--- src/rtl/ucie_sched_pkg.sv ---
// ucie_sched_pkg: shared link-state encoding, default sizing and round-robin helper
package ucie_sched_pkg;

    typedef enum logic [1:0] {
        DOWN   = 2'd0,
        INIT   = 2'd1,
        ACTIVE = 2'd2
    } link_state_e;

    localparam int NUM_VC_DEF   = 4;
    localparam int MAX_CRD_DEF  = 15;
    localparam int INIT_CRD_DEF = 8;

    function automatic int rr_next(input int idx, input int n);
        return (idx + 1) % n;
    endfunction

endpackage

--- src/rtl/ucie_vc_credit_ctr.sv ---
// ucie_vc_credit_ctr: per-VC saturating credit counter with load, clear and zero flag
module ucie_vc_credit_ctr #(
    parameter int MAX_CRD = 15,
    parameter int CW      = $clog2(MAX_CRD + 1)
) (
    input  logic          clk,
    input  logic          rst,
    input  logic          clear,
    input  logic          load,
    input  logic [CW-1:0] load_val,
    input  logic          dec,
    input  logic          inc,
    output logic [CW-1:0] cnt,
    output logic          zero
);

    assign zero = (cnt == '0);

    // clear beats load beats arithmetic; a simultaneous inc and dec cancel out
    always_ff @(posedge clk or posedge rst) begin
        if (rst) cnt <= '0;
        else if (clear) cnt <= '0;
        else if (load) cnt <= load_val;
        else if (dec && !inc) cnt <= cnt - 1'b1;
        else if (inc && !dec && cnt != CW'(MAX_CRD)) cnt <= cnt + 1'b1;
    end

endmodule

--- src/rtl/ucie_tx_vc_scheduler.sv ---
// ucie_tx_vc_scheduler: credit-gated round-robin VC flit scheduler; optional UCIE_SCHED_STALL_WDOG_EN adds per-VC stall watchdog
module ucie_tx_vc_scheduler
    import ucie_sched_pkg::*;
#(
    parameter int NUM_VC   = NUM_VC_DEF,
    parameter int MAX_CRD  = MAX_CRD_DEF,
    parameter int INIT_CRD = INIT_CRD_DEF,
    parameter int VCW      = $clog2(NUM_VC),
    parameter int CW       = $clog2(MAX_CRD + 1)
`ifdef UCIE_SCHED_STALL_WDOG_EN
   ,parameter int WDOG_CYC = 1024
`endif
) (
    input  logic                 clk,
    input  logic                 rst,
    input  logic                 link_up,
    input  logic [NUM_VC-1:0]    req_valid,
    output logic [NUM_VC-1:0]    req_ready,
    output logic                 tx_valid,
    output logic [VCW-1:0]       tx_vc,
    input  logic                 tx_ready,
    input  logic [NUM_VC-1:0]    crd_ret,
    output logic [NUM_VC*CW-1:0] crd_avail,
    output logic [1:0]           link_state
`ifdef UCIE_SCHED_STALL_WDOG_EN
   ,output logic [NUM_VC-1:0]    stall_to
`endif
);

    link_state_e       state, state_nxt;
    logic [NUM_VC-1:0] zero, elig;
    logic [VCW-1:0]    rr_ptr, gidx, idx;
    logic              found, slot_free, active;

    assign active     = (state == ACTIVE);
    assign slot_free  = !tx_valid || tx_ready;
    assign elig       = (active && slot_free) ? (req_valid & ~zero) : '0;
    assign link_state = state;

    // link state register
    always_ff @(posedge clk or posedge rst) begin
        if (rst) state <= DOWN;
        else state <= state_nxt;
    end

    // losing the link overrides everything; INIT is a single load cycle
    always_comb begin
        state_nxt = !link_up ? DOWN : (state == DOWN ? INIT : ACTIVE);
    end

    // first eligible VC at or after the round-robin pointer, granted combinationally
    always_comb begin
        found = 1'b0;
        gidx  = '0;
        idx   = '0;
        for (int k = 0; k < NUM_VC; k++) begin
            idx = VCW'((int'(rr_ptr) + k) % NUM_VC);
            if (!found && elig[idx]) begin
                found = 1'b1;
                gidx  = idx;
            end
        end
        req_ready = found ? (NUM_VC'(1) << gidx) : '0;
    end

    // flit slot and pointer; a link drop discards whatever occupies the slot
    always_ff @(posedge clk or posedge rst) begin
        if (rst) begin
            tx_valid <= 1'b0;
            tx_vc    <= '0;
            rr_ptr   <= '0;
        end else begin
            tx_valid <= link_up && (found || (tx_valid && !tx_ready));
            if (found) begin
                tx_vc  <= gidx;
                rr_ptr <= VCW'(rr_next(int'(gidx), NUM_VC));
            end
        end
    end

    for (genvar i = 0; i < NUM_VC; i++) begin : g_crd
        ucie_vc_credit_ctr #(
            .MAX_CRD (MAX_CRD),
            .CW      (CW)
        ) u_ctr (
            .clk      (clk),
            .rst      (rst),
            .clear    (!link_up),
            .load     (state == INIT),
            .load_val (CW'(INIT_CRD)),
            .dec      (req_ready[i]),
            .inc      (crd_ret[i] && active),
            .cnt      (crd_avail[i*CW +: CW]),
            .zero     (zero[i])
        );
    end

`ifdef UCIE_SCHED_STALL_WDOG_EN
    localparam int WW = $clog2(WDOG_CYC + 1);

    for (genvar i = 0; i < NUM_VC; i++) begin : g_wdog
        logic [WW-1:0] cnt;
        logic          starve;

        assign starve = active && req_valid[i] && zero[i];

        // count consecutive starved cycles; the flag latches as the count reaches the limit
        always_ff @(posedge clk or posedge rst) begin
            if (rst) begin
                cnt         <= '0;
                stall_to[i] <= 1'b0;
            end else if (!link_up) begin
                cnt         <= '0;
                stall_to[i] <= 1'b0;
            end else begin
                cnt <= starve ? ((cnt == WW'(WDOG_CYC)) ? cnt : cnt + 1'b1) : '0;
                if (starve && cnt == WW'(WDOG_CYC - 1)) stall_to[i] <= 1'b1;
            end
        end
    end
`endif

endmodule

--- config.mk ---
export PLATFORM = sky130hd
export DESIGN_NAME = ucie_tx_vc_scheduler
export DESIGN_NICKNAME = d
export VERILOG_FILES = /design/src/rtl/ucie_sched_pkg.sv /design/src/rtl/ucie_vc_credit_ctr.sv /design/src/rtl/ucie_tx_vc_scheduler.sv
export SDC_FILE = /design/constraint.sdc
export NUM_CORES = 1
export LEC_CHECK = 0
export CAP_MARGIN = 15
export CORE_MARGIN = 2
export CORE_UTILIZATION = 30
export CTS_BUF_LIST = sky130_fd_sc_hd__clkbuf_16
export CTS_CLUSTER_DIAMETER = 80
export DETAILED_ROUTE_END_ITERATION = 12
export GPL_TIMING_DRIVEN = 0
export PLACE_DENSITY = 0.58
export SLEW_MARGIN = 20
export SYNTH_ARGS = -nofsm -noshare
export SYNTH_HDL_FRONTEND = slang
export SYNTH_SLANG_ARGS = --single-unit
--- constraint.sdc ---
create_clock -name clk -period 3.7 [get_ports clk]
set_input_delay 0.37 -clock clk [delete_from_list [all_inputs] [get_ports clk]]
set_output_delay 0.37 -clock clk [all_outputs]
set_load 0.1 [all_outputs]
==> results.json, run 1 <==
{
  "dieHeight_um": 82.09,
  "grt_pass1_vias": 1476,
  "yosys-top-cells-count": "dfrtp_1 (23), nor2_1 (14), nand2_1 (10)",
  "pwr-share-clk_pct": 18.7,
  "grt_pass1_wl_um": 7245,
  "drtPass1Iterations": 4,
  "synth.distinct_cells": 58,
  "ant_nets": 0,
  "ios": 37,
  "cts_buffer_depth": 2,
  "path_class": "flop to flop",
  "min_path_type": "flop to flop",
  "routabilityCongestion": 0.7890,
  "cts_tree": "done",
  "power_leakage_uw": 0.001057,
  "clock-sinks": 23,
  "syn_area_um2": 1829,
  "antenna_found_initial": 0,
  "grt_max_degree": 24,
  "ir_drop_v": 0.0003296,
  "avgRoutedWirePerCell_um": 15.13,
  "p_switching_uw": 634.0,
  "seq_area_frac_synth_pct": 31.46,
  "p_comb_share_pct": 52.9,
  "syn_area_per_cell_um2": 10.16,
  "first_iter_violations": 136,
  "slew_violations": 0,
  "outcome": "complete, no violations",
  "start_kind": "flop",
  "worstMarginPinSlew_ns": 0.9707,
  "synth.net_count": 204,
  "fmax_mhz": 278.6,
  "finalWorstSetupSlack_ns": 0.1101,
  "switching_share_pct": 49.44,
  "netlist_instances": 180,
  "max_slew_margin_pct": 35.08,
  "floorplan.rows": 28,
  "synth_top_area_share_pct": 31.46,
  "clk_pin_slew_ns": 0.06,
  "start_util_pct": 30.90,
  "ys_seq_elements": 23,
  "clock_skew_ns": 0.004097,
  "layout.nets": 246,
  "fin_crit_sh_pct": 97.02,
  "fill_cells": 579,
  "die_w_um": 82.09,
  "diodes": 0,
  "synthTopCellsByArea": "dfrtp_1 (31%), ha_1 (5.5%), fa_1 (4.4%), xnor2_1 (3.4%), o41ai_4 (3.0%)",
  "synth_largest_area_cell": "dfrtp_1",
  "grt.overflow.total": 0,
  "wl_um": 4478,
  "core_um2": 5921,
  "cts_hold_buf": 0,
  "avgViaCountPerCell": 5.287,
  "dp_slack_ns": -0.2247,
  "numCtsBuffers": 3,
  "gr-usage-all-layers_pct": 14.05,
  "dpl.hpwl_um": 3267,
  "total_power_uw": 1282,
  "critical_path_arrival_ns": 3.77,
  "synth_edf_count": 0,
  "power_frac_seq_pct": 28.4,
  "dieArea_um2": 6738,
  "cts-root-buf": "clkbuf_16",
  "finalSetupViolCount": 0,
  "power_density_nw_per_um2": 528.1,
  "route.detailed.drc": 0,
  "vias": 1565,
  "p_int_uw": 648.4,
  "ys_warn_count": 0,
  "synth_ff_type": "dfrtp_1",
  "synth_most_common_cell": "dfrtp_1",
  "htreeDepth": 1,
  "async_reset_ff_share_pct": 100.0,
  "maxCapViolations": 0,
  "rsz0062_at_grt": "yes",
  "drive_above_1_share_pct": 20.36,
  "clk_latency_ns": 0.26,
  "port-buffer-count": 36,
  "critPathCaptureType": "flop",
  "areaGrowthSynthToFinish_pct": 32.76,
  "cp_data_required_time_ns": 3.88,
  "finalHoldViolCount": 0,
  "min_period_ns": 3.590,
  "path_max_fanout": 7
}
## through the flow
step | hold slack, ns | area, µm² | util (%) | cells | setup TNS (ns)
2_1_floorplan | 0.3712 | 1842 | - | 180 | 0
3_3_place_gp | 0.4664 | 2296 | 38.78 | 291 | -0.3756
3_5_place_dp | 0.4690 | 2296 | 38.78 | 291 | -0.6522
4_1_cts | 0.4842 | 2394 | 40.43 | 297 | 0
5_1_grt | 0.4996 | 2429 | 41.02 | 296 | -0.07382
6_report | 0.4809 | 2429 | 41.02 | 296 | 0
## sequential cells by signal (all words and copies together) (netlist names)
signal,flops
g_crd.u_ctr.cnt,16
link_state,2
rr_ptr,2
tx_valid,1
tx_vc,2
## power groups by stage
stage               registers, µW  logic [µW]  clock network (µW)
floorplan                     594         279                   0
global placement              368         659                   0
detailed placement            367         662                   0
CTS                           363         667                 246
global route                  375         726                 258
finish                        364         678                 240
## cells in the final DEF (no fill, tap or decap), types with 3 or more instances in the layout
master           count
nor3_1               7
mux2i_1              5
clkbuf_16            3
a21boi_0             5
a21oi_1              5
buf_4                6
nor4_1               3
o21a_1               3
nand2_1             10
clkdlybuf4s50_1     32
dfrtp_1             13
nor3_2               3
fa_1                 4
o41ai_4              3
o21ai_0              4
nor2_1              14
a21o_1               6
xnor2_1              7
ha_1                 8
mux2_4               3
dfrtp_2             10
nand2b_1             3
inv_1                7
## layout make-up
cell class | instances | area [µm²] | area share (%)
multi-input combinational | 143 | 1234 | 50.80
sequential | 23 | 588.1 | 24.21
timing repair buffer | 38 | 369.1 | 15.20
tap | 75 | 93.84 | 3.864
clock buffer | 3 | 75.07 | 3.091
buffer | 6 | 37.54 | 1.546
inverter | 7 | 26.28 | 1.082
clock inverter | 1 | 5.005 | 0.2061
## final timing paths
kind / startpoint / end / slack [ns] / cells after the start
max: g_crd[1].u_ctr.cnt[0] / g_crd[3].u_ctr.cnt[3] / 0.11 / 12
max reg2reg: g_crd[1].u_ctr.cnt[0] / g_crd[3].u_ctr.cnt[3] / 0.11 / 12
min: tx_vc[1] / tx_vc[1] / 0.48 / 2
min reg2reg: tx_vc[1] / tx_vc[1] / 0.48 / 2
min in group asynchronous: rst / g_crd[3].u_ctr.cnt[2] / 0.62 / 2
max in group asynchronous: rst / g_crd[2].u_ctr.cnt[0] / 2.45 / 2
## worst max-delay path, stage by stage (launching register included)
cell	delay (ns)
dfrtp_2	0.48
o41ai_4	0.51
o221ai_1	0.20
a221o_2	0.49
nor4_4	0.27
a21boi_4	0.29
ha_1	0.25
a21o_1	0.18
a21oi_1	0.20
a21boi_0	0.21
mux2i_1	0.11
xor2_1	0.15
a21boi_0	0.16
## timing repair
item,in CTS,in global routing
pin swaps,1,1
gates resized for setup,7,12
setup endpoints to repair,7,6
setup buffers,2,0
## routing by layer
| layer | up-vias | wire (µm) | GRT usage [%] |
|---|---|---|---|
| met5 | - | 0 | 0 |
| met4 | 0 | 42 | 2.500 |
| met3 | 6 | 174 | 2.747 |
| met2 | 30 | 2064 | 22.85 |
| met1 | 752 | 2196 | 19.51 |
| li1 | 777 | - | - |
## kinds of logic after synthesis
family                   after synthesis  share of synthesized area [%]
adder cells (fa/ha/maj)               12                          9.850
AND/OR/NAND/NOR                       60                          18.81
buffers and inverters                 14                          3.694
multiplexers                           8                          5.198
AO/OA/AOI/OAI                         55                          27.15
XOR/XNOR                               8                          3.831
flip-flops                            23                          31.46
(Power assumes the default switching activity.)
==> run 2: changes to the inputs <==
Settings changed: PLACE_DENSITY 0.58 to 0.52, SKIP_LAST_GASP set to 1.
==> run 2 against run 1 <==
Against the previous run: sequential share of layout area down 0.34 points; worst hold slack better by 0.0011 ns; maximum frequency down 2.3%; sequential power about the same; register-to-register slack worse by 0.06 ns; clock power about the same; utilization up 0.59 points; via count up 3.5%; count of clock-buffer cells in the layout unchanged; worst setup slack worse by 0.084 ns; highest routed layer unchanged; largest cell class unchanged; largest power group unchanged; combinational power up 2%.
==> results.json, run 2 (synthesized netlist as in run 1, its figures left out) <==
{
  "outcome": "complete, no violations",
  "power_leakage_uw": 0.001073,
  "clk_latency_ns": 0.26,
  "placedCellCount": 291,
  "worstHoldStart": "tx_vc[1]",
  "timing.rr.end": "g_crd[3].u_ctr.cnt[3]",
  "grt_pass1_vias": 1496,
  "avgRoutedWirePerCell_um": 15.69,
  "rsz0062_at_grt": "yes",
  "grt.overflow.total": 0,
  "ios": 37,
  "top_register": "g_crd.u_ctr.cnt",
  "htreeDepth": 1,
  "port-buffer-count": 36,
  "antenna_found_initial": 0,
  "min_period_ns": 3.674,
  "finalSetupViolCount": 0,
  "die_w_um": 82.09,
  "timing.reg2reg.setup_slack_ns": 0.05,
  "min_path_cells": 2,
  "grt_max_degree": 24,
  "grt_pass1_wl_um": 7486,
  "min_path_type": "flop to flop",
  "start_kind": "input pin",
  "fin_cells": 300,
  "diodes": 0,
  "worstMarginPinSlew_ns": 0.9718,
  "slew_violations": 0,
  "power_density_nw_per_um2": 527.2,
  "fmax_mhz": 272.2,
  "largest_reg_flops": 16,
  "cts-root-buf": "clkbuf_16",
  "areaGrowthSynthToFinish_pct": 34.68,
  "max_slew_margin_pct": 35.01,
  "route.detailed.drc": 0,
  "wl_um": 4706,
  "dieArea_um2": 6738,
  "drive_above_1_share_pct": 20.44,
  "floorplan.rows": 28,
  "avgViaCountPerCell": 5.400,
  "core_um2": 5921,
  "critical_path_arrival_ns": 3.85,
  "ir_drop_v": 0.0002562,
  "cts_tree": "done",
  "ant_nets": 0,
  "clock-sinks": 23,
  "gr-usage-all-layers_pct": 14.67,
  "path_class": "input pin to flop",
  "fin_crit_sh_pct": 99.30,
  "first_iter_violations": 94,
  "dieHeight_um": 82.09,
  "vias": 1620,
  "maxCapViolations": 0,
  "hold_end": "tx_vc[1]",
  "dpl.hpwl_um": 3363,
  "routabilityCongestion": 0.7776,
  "finalHoldViolCount": 0,
  "clk_pin_slew_ns": 0.06,
  "cp_data_required_time_ns": 3.88,
  "path_max_fanout": 5,
  "r2r_cells": 12,
  "drtPass1Iterations": 4,
  "final_common_cell": "clkdlybuf4s50_1",
  "final_cell_mix": "clkdlybuf4s50_1 (32), nor2_1 (14), dfrtp_1 (13)",
  "final_util_pct": 41.61,
  "layout.nets": 250,
  "critPathCaptureType": "flop",
  "start_util_pct": 30.90,
  "crit-reg2reg-launch": "link_state[1]",
  "numCtsBuffers": 3,
  "clock_skew_ns": 0.007926,
  "cts_buffer_depth": 2
}
run 2: changes by cell type in the layout (fill, tap and decap cells not counted), sizes merged:
cell,before,now
buf,7,11
clkbuf,6,4
clkdlybuf4s15,1,3
clkinv,1,0
inv,7,8
run 2: how the worst max path moves through the flow:
stage	from	end	cells after the start
floorplan	g_crd[0].u_ctr.cnt[0]	g_crd[3].u_ctr.cnt[3]	12
global placement	link_state[1]	req_ready[0]	7
detailed placement	link_state[1]	req_ready[0]	7
CTS	g_crd[2].u_ctr.cnt[0]	g_crd[3].u_ctr.cnt[3]	12
global route	link_state[1]	g_crd[3].u_ctr.cnt[3]	12
finish	req_valid[2]	g_crd[3].u_ctr.cnt[3]	13
run 2: per-stage QoR:
stage	TNS [ns]	worst slack, ns	area, µm²	hold slack [ns]	total power [µW]
6_report	0	0.02596	2464	0.4819	1299
5_1_grt	-0.2716	-0.1479	2464	0.5086	1360
4_1_cts	0	0.01455	2407	0.4877	1291
3_5_place_dp	-0.6041	-0.1724	2296	0.4734	1033
3_3_place_gp	-0.4647	-0.1560	2296	0.4656	1032
2_1_floorplan	0	0.009535	1842	0.3712	873.6
run 2: metal layers:
layer,routed length [µm],up-vias,global-route usage (%)
met5,0,-,0
met4,80,0,5.500
met3,208,5,2.198
met2,2141,45,22.93
met1,2277,777,20.38
li1,-,793,-
run 2: area by class of cell:
class | count | area [µm²]
Clock inverter | 1 | 3.754
Clock buffer | 3 | 75.07
Timing Repair Buffer | 42 | 411.6
Inverter | 7 | 26.28
Buffer | 6 | 37.54
Multi-Input combinational cell | 143 | 1227
Tap cell | 75 | 93.84
Fill cell | 575 | 3457
Sequential cell | 23 | 588.1
run 2: timing repair:
action,CTS,global route
hold buffers,0,0
resized for setup,12,5
endpoints found under the hold margin,0,0
pin swaps,1,2
setup endpoints to repair,7,4
setup buffers,2,4
run 2: worst max-delay path, stage by stage:
cell             delay, ns
clkdlybuf4s50_1       0.49
o41a_1                0.34
o221ai_1              0.23
a221o_1               0.49
nor4_4                0.39
a21boi_4              0.28
ha_1                  0.26
a21o_1                0.17
a21oi_1               0.19
a21boi_0              0.21
mux2i_1               0.12
xor2_1                0.15
a21boi_0              0.16
run 2: power by group:
part | leakage (µW) | internal, µW | total (µW) | switching, µW
Clock | 0.0000423 | 145 | 243 | 98.6
Sequential | 0.000288 | 297 | 366 | 68.4
Combinational | 0.000743 | 211 | 690 | 479
Total | 0.00107 | 653 | 1300 | 646
==> run 3: changes to the inputs <==
Settings changed: REMOVE_ABC_BUFFERS set to 1.
==> run 3 against run 2 <==
Against the previous run: sequential power up 3%; non-clock buffer count is 7 lower; final cell count decreased by 2.3%; clock power about the same; maximum frequency rose by 2.9%; count of clock-buffer cells in the layout did not move; global-route usage is essentially flat; die area is the same; clock skew decreased by 0.0048 ns; worst hold slack gained 0.013 ns; critical path type is now flop to flop; critical endpoint unchanged; largest cell class unchanged; highest routed layer unchanged.
==> results.json, run 3 (synthesized netlist as in run 1, its figures left out) <==
{
  "cp_data_required_time_ns": 3.88,
  "finalHoldViolCount": 0,
  "max_slew_margin_pct": 34.65,
  "grt_pass1_vias": 1446,
  "dp_slack_ns": -0.07309,
  "floorplan.rows": 28,
  "final_area_um2": 2387,
  "ios": 37,
  "ir_drop_v": 0.0004170,
  "worstMarginPinSlew_ns": 0.9772,
  "areaGrowthSynthToFinish_pct": 30.51,
  "dpl.hpwl_um": 3340,
  "final_cell_mix": "clkdlybuf4s50_1 (32), dfrtp_1 (23), nor2_1 (14), nand2_1 (10), ha_1 (8)",
  "fmax_mhz": 280.2,
  "power_leakage_uw": 0.001059,
  "critical_path_arrival_ns": 3.75,
  "dieArea_um2": 6738,
  "cts_buffer_depth": 2,
  "grt_pass1_wl_um": 7576,
  "ant_nets": 0,
  "cp_slowest_cell": "o41ai_4",
  "vias": 1571,
  "grt_max_degree": 24,
  "final_common_cell": "clkdlybuf4s50_1",
  "clk_pin_slew_ns": 0.07,
  "r2r_cells": 12,
  "drtPass1Iterations": 4,
  "finalSetupViolCount": 0,
  "die_w_um": 82.09,
  "power_density_nw_per_um2": 533.9,
  "drive_above_1_share_pct": 13.76,
  "cts_tree": "done",
  "clock_skew_ns": 0.003098,
  "path_common_cell": "a21boi_0",
  "path_class": "flop to flop",
  "path_max_fanout": 5,
  "htreeDepth": 1,
  "outcome": "complete, no violations",
  "layout.nets": 243,
  "avgRoutedWirePerCell_um": 15.92,
  "routabilityCongestion": 0.7549,
  "fill_cells": 599,
  "finalWorstSetupSlack_ns": 0.1306,
  "grt.overflow.total": 0,
  "final_util_pct": 40.32,
  "numCtsBuffers": 3,
  "rsz0062_at_grt": "yes",
  "first_iter_violations": 82,
  "fin_crit_sh_pct": 96.47,
  "maxCapViolations": 0,
  "core_um2": 5921,
  "crit_path_max_incr_delay_ns": 0.50,
  "clock-sinks": 23,
  "start_util_pct": 30.90,
  "antenna_found_initial": 0,
  "gr-usage-all-layers_pct": 14.69,
  "slew_violations": 0,
  "clk_latency_ns": 0.26,
  "min_path_type": "flop to flop",
  "top_register": "g_crd.u_ctr.cnt",
  "avgViaCountPerCell": 5.362,
  "cts-root-buf": "clkbuf_16",
  "route.detailed.drc": 0,
  "critPathCaptureType": "flop",
  "wl_um": 4666,
  "diodes": 0,
  "port-buffer-count": 36,
  "largest_reg_flops": 16,
  "start_kind": "flop",
  "min_period_ns": 3.569,
  "min_path_cells": 1,
  "placed_cell_area_um2": 2242,
  "dieHeight_um": 82.09,
  "path_cells": "o41ai_4 -> o221ai_1 -> a221o_1 -> nor4_4 -> a21boi_4 -> ha_1 -> a21o_1 -> a21oi_1 -> a21boi_0 -> mux2i_1 -> xor2_1 -> a21boi_0"
}
run 3: cell count changes in the layout (fill, tap and decap cells not counted), moves of 2 or more:
cell,delta
dfrtp_1,+10
dfrtp_2,-10
buf_4,-5
clkdlybuf4s15_2,-3
clkbuf_2,+2
run 3: stage by stage:
step                      total power, µW  std cells  hold WS (ns)  TNS [ns]
after floorplan                     862.7        173        0.3719    -3.302
after global placement               1018        284        0.4780   -0.1362
after detailed placement             1019        284        0.4916  -0.07309
after CTS                            1274        290        0.5076         0
after global routing                 1352        293        0.5297   -0.1333
final                                1274        293        0.4946         0
run 3: timing repair:
action                     CTS  global route
setup buffers                2             3
gates resized for setup      5            10
pin swaps                    1             3
setup endpoints to repair    4             7
hold buffers                 0             0
run 3: power by group:
part / leakage (µW) / internal, µW / total [µW] / switching, µW
combinational: 0.000714 / 199 / 654 / 455
clock: 0.0000423 / 145 / 243 / 98.5
sequential: 0.000303 / 295 / 377 / 82.5
run 3: final timing paths:
kind	from	endpoint	slack [ns]
min reg2reg	tx_vc[0]	tx_vc[0]	0.49
min in group asynchronous	rst	tx_valid	0.51
max	g_crd[1].u_ctr.cnt[3]	g_crd[3].u_ctr.cnt[3]	0.13
max reg2reg	g_crd[1].u_ctr.cnt[3]	g_crd[3].u_ctr.cnt[3]	0.13
max in group asynchronous	rst	g_crd[0].u_ctr.cnt[1]	2.74
min	tx_vc[0]	tx_vc[0]	0.49
run 3: routing by layer:
| layer | vias up | share of wire (%) | GRT usage (%) |
|---|---|---|---|
| li1 | 772 | - | - |
| met1 | 755 | 50 | 21.49 |
| met2 | 40 | 46 | 23.25 |
| met3 | 4 | 3.4 | 1.758 |
| met4 | 0 | 0.66 | 3.000 |
| met5 | - | 0 | 0 |
run 3: critical path: cells and delay by family (launching register included):
kind,cells,cell delay (ns)
AO/OA/AOI/OAI,8,2.21
flip-flops,1,0.45
AND/OR/NAND/NOR,1,0.33
adder cells (fa/ha/maj),1,0.26
XOR/XNOR,1,0.14
multiplexers,1,0.11
run 3: area by class of cell:
type / count / area (µm²) / area share [%]
inverters: 7 / 26.28 / 1.101
clock buffers: 3 / 75.07 / 3.145
clock inverters: 1 / 3.754 / 0.1572
multi-input cells: 143 / 1222 / 51.21
repair buffers: 41 / 390.4 / 16.35
flip-flops and latches: 23 / 575.6 / 24.11
well taps: 75 / 93.84 / 3.931
